$ cat src/rtl/batpu_ctrl_pkg.sv
// batpu_ctrl_pkg: shared types and sizing for the pipeline controller and its scoreboard.
package batpu_ctrl_pkg;
    localparam int NUM_REGS = 16;
    localparam int SB_MAX   = 3;
    localparam int CNT_W    = 2;

    typedef enum logic [1:0] {
        RUN    = 2'd0,
        STALL  = 2'd1,
        HALTED = 2'd2
    } state_e;
endpackage

$ cat src/rtl/reg_scoreboard.sv
// reg_scoreboard: per-register in-flight write counters with hazard detection.
module reg_scoreboard
    import batpu_ctrl_pkg::*;
#(
    parameter int  NUM_REGS = batpu_ctrl_pkg::NUM_REGS,
    parameter int  SB_MAX   = batpu_ctrl_pkg::SB_MAX,
    localparam int AW       = $clog2(NUM_REGS)
) (
    input  logic          clk,
    input  logic          rst_n,
    input  logic          valid_i,
    input  logic          rs1_used_i,
    input  logic          rs2_used_i,
    input  logic          rd_we_i,
    input  logic [AW-1:0] rs1_i,
    input  logic [AW-1:0] rs2_i,
    input  logic [AW-1:0] rd_i,
    input  logic          inc_i,
    input  logic          dec_i,
    input  logic [AW-1:0] wb_addr_i,
    input  logic          clr_i,
    output logic          hazard_o,
    output logic          err_o
);
    logic [CNT_W-1:0]    cnt_q [NUM_REGS];
    logic [CNT_W-1:0]    cnt_d [NUM_REGS];
    logic [NUM_REGS-1:0] up, dn, zero;
    logic                err_q, err_d;

    assign up = inc_i ? NUM_REGS'(1) << rd_i : '0;
    assign dn = dec_i ? NUM_REGS'(1) << wb_addr_i : '0;

    assign hazard_o = valid_i && ((rs1_used_i && rs1_i != '0 && cnt_q[rs1_i] != '0) ||
                                  (rs2_used_i && rs2_i != '0 && cnt_q[rs2_i] != '0) ||
                                  (rd_we_i && rd_i != '0 && cnt_q[rd_i] == CNT_W'(SB_MAX)));

    // r0 is pinned at zero; a simultaneous inc/dec on one register cancels out
    always_comb begin
        for (int i = 0; i < NUM_REGS; i++) begin
            zero[i]  = i != 0 && cnt_q[i] == '0;
            cnt_d[i] = (i == 0 || clr_i) ? '0 :
                       (up[i] && !dn[i]) ? cnt_q[i] + 1'b1 :
                       (dn[i] && !up[i] && !zero[i]) ? cnt_q[i] - 1'b1 : cnt_q[i];
        end
    end

    assign err_d = err_q || |(dn & ~up & zero);
    assign err_o = err_q;

    always_ff @(posedge clk or negedge rst_n) begin
        if (!rst_n) begin
            cnt_q <= '{default: '0};
            err_q <= 1'b0;
        end else begin
            cnt_q <= cnt_d;
            err_q <= err_d;
        end
    end
endmodule

$ cat src/rtl/pipeline_ctrl.sv
// pipeline_ctrl: issue/stall/bubble decisions, RUN/STALL/HALTED FSM and stall statistics.
module pipeline_ctrl
    import batpu_ctrl_pkg::*;
#(
    parameter int  NUM_REGS = batpu_ctrl_pkg::NUM_REGS,
    parameter int  SB_MAX   = batpu_ctrl_pkg::SB_MAX,
    localparam int AW       = $clog2(NUM_REGS)
) (
    input  logic          clk,
    input  logic          async_rst_n,
    input  logic          clk_en,
    input  logic          start,
    input  logic          dec_valid,
    input  logic [AW-1:0] dec_rs1,
    input  logic [AW-1:0] dec_rs2,
    input  logic          dec_rs1_used,
    input  logic          dec_rs2_used,
    input  logic [AW-1:0] dec_rd,
    input  logic          dec_rd_we,
    input  logic          flush,
    input  logic [AW-1:0] wb_rd_addr,
    input  logic          wb_reg_we,
    input  logic          wb_clk_hlt,
    output logic          pipe_en,
    output logic          stall,
    output logic          issue,
    output logic          bubble,
    output logic          halted,
    output logic [1:0]    state,
    output logic [7:0]    stall_cnt,
    output logic          sb_err
);
    state_e     state_q, state_d;
    logic [7:0] stall_cnt_q, stall_cnt_d;
    logic       hazard, halt_go;

    assign pipe_en   = clk_en && state_q != HALTED;
    assign issue     = async_rst_n && pipe_en && dec_valid && !hazard && !flush;
    assign stall     = pipe_en && hazard && !flush;
    assign bubble    = pipe_en && !issue;
    assign halted    = state_q == HALTED;
    assign state     = state_q;
    assign stall_cnt = stall_cnt_q;
    assign halt_go   = pipe_en && wb_clk_hlt;

    reg_scoreboard #(.NUM_REGS(NUM_REGS), .SB_MAX(SB_MAX)) u_sb (
        .clk       (clk),
        .rst_n     (async_rst_n),
        .valid_i   (dec_valid),
        .rs1_used_i(dec_rs1_used),
        .rs2_used_i(dec_rs2_used),
        .rd_we_i   (dec_rd_we),
        .rs1_i     (dec_rs1),
        .rs2_i     (dec_rs2),
        .rd_i      (dec_rd),
        .inc_i     (issue && dec_rd_we),
        .dec_i     (pipe_en && wb_reg_we),
        .wb_addr_i (wb_rd_addr),
        .clr_i     (halt_go),
        .hazard_o  (hazard),
        .err_o     (sb_err)
    );

    // halt at writeback wins over a pending stall
    always_comb begin
        state_d = state_q;
        if (clk_en)
            state_d = (state_q == HALTED) ? (start ? RUN : HALTED) :
                      halt_go ? HALTED : stall ? STALL : RUN;
    end

    assign stall_cnt_d = (stall && stall_cnt_q != 8'hFF) ? stall_cnt_q + 8'd1 : stall_cnt_q;

    always_ff @(posedge clk or negedge async_rst_n) begin
        if (!async_rst_n) begin
            state_q     <= RUN;
            stall_cnt_q <= '0;
        end else begin
            state_q     <= state_d;
            stall_cnt_q <= stall_cnt_d;
        end
    end
endmodule

$ cat config.mk
export PLATFORM = sky130hd
export DESIGN_NAME = pipeline_ctrl
export DESIGN_NICKNAME = d
export VERILOG_FILES = /design/src/rtl/batpu_ctrl_pkg.sv /design/src/rtl/reg_scoreboard.sv /design/src/rtl/pipeline_ctrl.sv
export SDC_FILE = /design/constraint.sdc
export NUM_CORES = 1
export LEC_CHECK = 0
export CORE_MARGIN = 2
export CORE_UTILIZATION = 40
export CTS_CLUSTER_SIZE = 28
export DETAILED_ROUTE_END_ITERATION = 7
export HOLD_SLACK_MARGIN = 0.02
export SLEW_MARGIN = 25
export SYNTH_ARGS = -nofsm -noshare
export SYNTH_HDL_FRONTEND = slang
export SYNTH_SLANG_ARGS = --single-unit
$ cat constraint.sdc
create_clock -name clk -period 9.2 [get_ports clk]
set_clock_uncertainty 0.2 [all_clocks]
set_input_delay 2.3 -clock clk [delete_from_list [all_inputs] [get_ports clk]]
set_output_delay 2.3 -clock clk [all_outputs]
set_load 0.005 [all_outputs]
==> flow_summary.ini <==
[worst_setup_path]
ff2ff_path_depth = 7
worstSetupPathType = in2out
rrSetupSlack_ns = 5.65
cp.depth = 7
cp.arrival_ns = 5.50
crit_buf_inv = 3
start_kind = input pin
crit_required_ns = 6.70
cpLargestDelayFamily = buffers and inverters
path_cells = clkdlybuf4s50_1 > mux4_1 > a2111oi_0 > or3_1 > o21ai_1 > inv_1 > clkdlybuf4s50_1
slowest_delay_ns = 0.66
path_common_cell = clkdlybuf4s50_1
cp_slowest_cell = clkdlybuf4s50_1
critPathCaptureType = output pin
worstPathMaxFanout = 17

[sta]
setup_tns_ns = 0
grt_setup_unrepaired = false
fin_worst_hold_slack_ns = 0.3010
period_minus_slack_ns = 8.002
max_freq_mhz = 125.0
hold_viol = 0
worst_pin_slew_ns = 0.7164
setup_slack_ns = 1.198
slew_headroom = 0.5214
finalMaxSlewViolations = 0
setup_viol = 0
period_share = 0.8698

[logic_synthesis]
synth_cell_type_count = 58
yosys.area.top_type = dfrtp_1
yosysWarningCount = 0
synth_async_sr_flop_share = 1.000
netlist_instances = 369
ys_top_cells_by_area = dfrtp_1, nor3_1, a211oi_1
synth_most_common_cell = dfrtp_1
synth_enable_flop_cells = 0
syn_nets = 397
synth_common_cells = dfrtp_1, nor2_1, nor3_1
synth-seq-cells = 41
synth_flop_cell = dfrtp_1
synth_area_per_cell_um2 = 8.301
syn_area_um2 = 3063
synth.top_cell.area_share = 0.3350
ys_seq_area_frac = 0.3350

[floorplanning]
floorplan.initialDensity = 0.4178
ioPinCount = 43
core_area_um2 = 7331
die_x_um = 91.51
std_cell_rows = 31
die_y_um = 91.51
die_area_um2 = 8373

[power]
leakage_nw = 1.309
p_per_area_nw_per_um2 = 117.1
pwr-share-clk = 0.367
p_seq_frac = 0.457
p_sw_mw = 0.1159
swShare = 0.2724
ir_drop_mv = 0.08036
combPwrFrac = 0.177
intPower_mw = 0.3097

[run_status]
status = complete, no violations

[cts]
htreeDepth = 2
clkLatencyLatePin_ns = 0.30
cts.sinks = 41
cts_resized = 0
post-cts-setup-buffers = 0
hold_buffers = 0
max-clock-path-buffers = 2
clkTransAtPathRegs_ns = 0.08
cts-root-buf = clkbuf_8
cts_buffers = 5
tritoncts = done

[finish]
syn2layout_area_growth_pct = 18.67
antenna_cells = 0
drive_above_1_share = 0.06931
nNetsFinal = 431
final_util = 0.4958

[routing]
drt_wl_total_um = 8833
dr.pass1.iters = 4
vias = 3046
wl_per_cell_um = 17.56
ant_nets = 0
vias_per_cell = 6.056
dr.first_iter.drc_count = 327
drc = 0

[hold_path]
hp-class = reg2reg
hold_depth = 1

[global_routing]
grt_pass1_wl_um = 14610
grt_max_degree = 43
antenna_found_initial = 0
grt_pass1_vias = 2794
overflow = 0
grt_use_total = 0.2159

[run]
cap_violations = 0

[placement]
place.gp.congestion = 0.9231
io_buffers = 42
dp.final_hpwl_um = 6661
dp_slack_ns = 1.242
[sequential cells by signal (all words and copies together) (netlist names)]
register    flops
stall_cnt       8
u_sb.cnt_q     30
state           2
u_sb.err_o      1
[layout make-up]
class                      count  area, µm²
clock buffer                   6      82.58
clock inverter                 2      37.54
fill                         707       3696
inverter                       7      26.28
multi-input combinational    306       1921
sequential                    41       1026
tap                           99      123.9
timing repair buffer          42      417.9
[metrics by stage]
step	area [µm²]	std cells	total power [mW]
after floorplan	3063	369	0.2333
after global placement	3511	495	0.2722
after detailed placement	3511	495	0.2726
after CTS	3631	503	0.4286
after global routing	3635	503	0.4464
final	3635	503	0.4256
[logic make-up (layout without fill, tap and decap cells)]
family,count (synthesis),in the layout,synth area share
xor+xnor,8,8,0.02288
compound gates,122,122,0.2704
fa+ha+maj,1,1,0.004084
simple gates,171,171,0.3023
mux,4,4,0.02696
flops,41,41,0.3350
buf+inv,22,57,0.03840
[final timing paths]
check / startpoint / to
min: stall_cnt[4]$_DFFE_PN0P_ / stall_cnt[4]$_DFFE_PN0P_
max in group asynchronous: async_rst_n / u_sb.cnt_q[22]$_DFFE_PN0P_
max: dec_rs1[1] / stall
min reg2reg: stall_cnt[4]$_DFFE_PN0P_ / stall_cnt[4]$_DFFE_PN0P_
min in group asynchronous: async_rst_n / u_sb.cnt_q[8]$_DFFE_PN0P_
max reg2reg: u_sb.cnt_q[20]$_DFFE_PN0P_ / stall_cnt[1]$_DFFE_PN0P_
[power by group through the flow]
stage	logic, mW	registers, mW	clock network (mW)
floorplan	0.0366	0.197	0
global placement	0.0744	0.198	0
detailed placement	0.0748	0.198	0
CTS	0.0755	0.194	0.159
global route	0.0832	0.196	0.167
finish	0.0753	0.194	0.156
[layer usage]
metal  GRT usage  share of wire  wire length [µm]
met5           0              0                 0
met4     0.03535         0.0096                85
met3     0.03568          0.067               589
met2      0.3303           0.46              4024
met1      0.3236           0.47              4135
[cells in the final DEF (no fill, tap or decap), drive strengths merged, types with 5 or more instances in the layout]
cell type,Yosys,final
clkdlybuf4s50,0,41
dfrtp,41,41
nor3,33,33
nor2,32,32
o21ai,27,27
nand2,23,23
a21oi,22,22
a211oi,19,19
nand2b,17,17
o21a,17,17
nand3,11,11
and3,9,9
or2,8,8
inv,7,7
nor2b,7,7
xnor2,7,7
o211ai,6,6
nand4,6,6
clkbuf,6,6
or3,5,5
[worst register-to-register path, stage by stage (launching register included)]
cell	delay, ns
dfrtp_1	0.50
nor2_1	0.08
mux4_1	0.49
a2111oi_0	0.55
or3_1	0.57
o21ai_1	0.23
a31oi_2	0.43
mux2_2	0.39
Note: power is estimated with default switching activity, not from simulation.
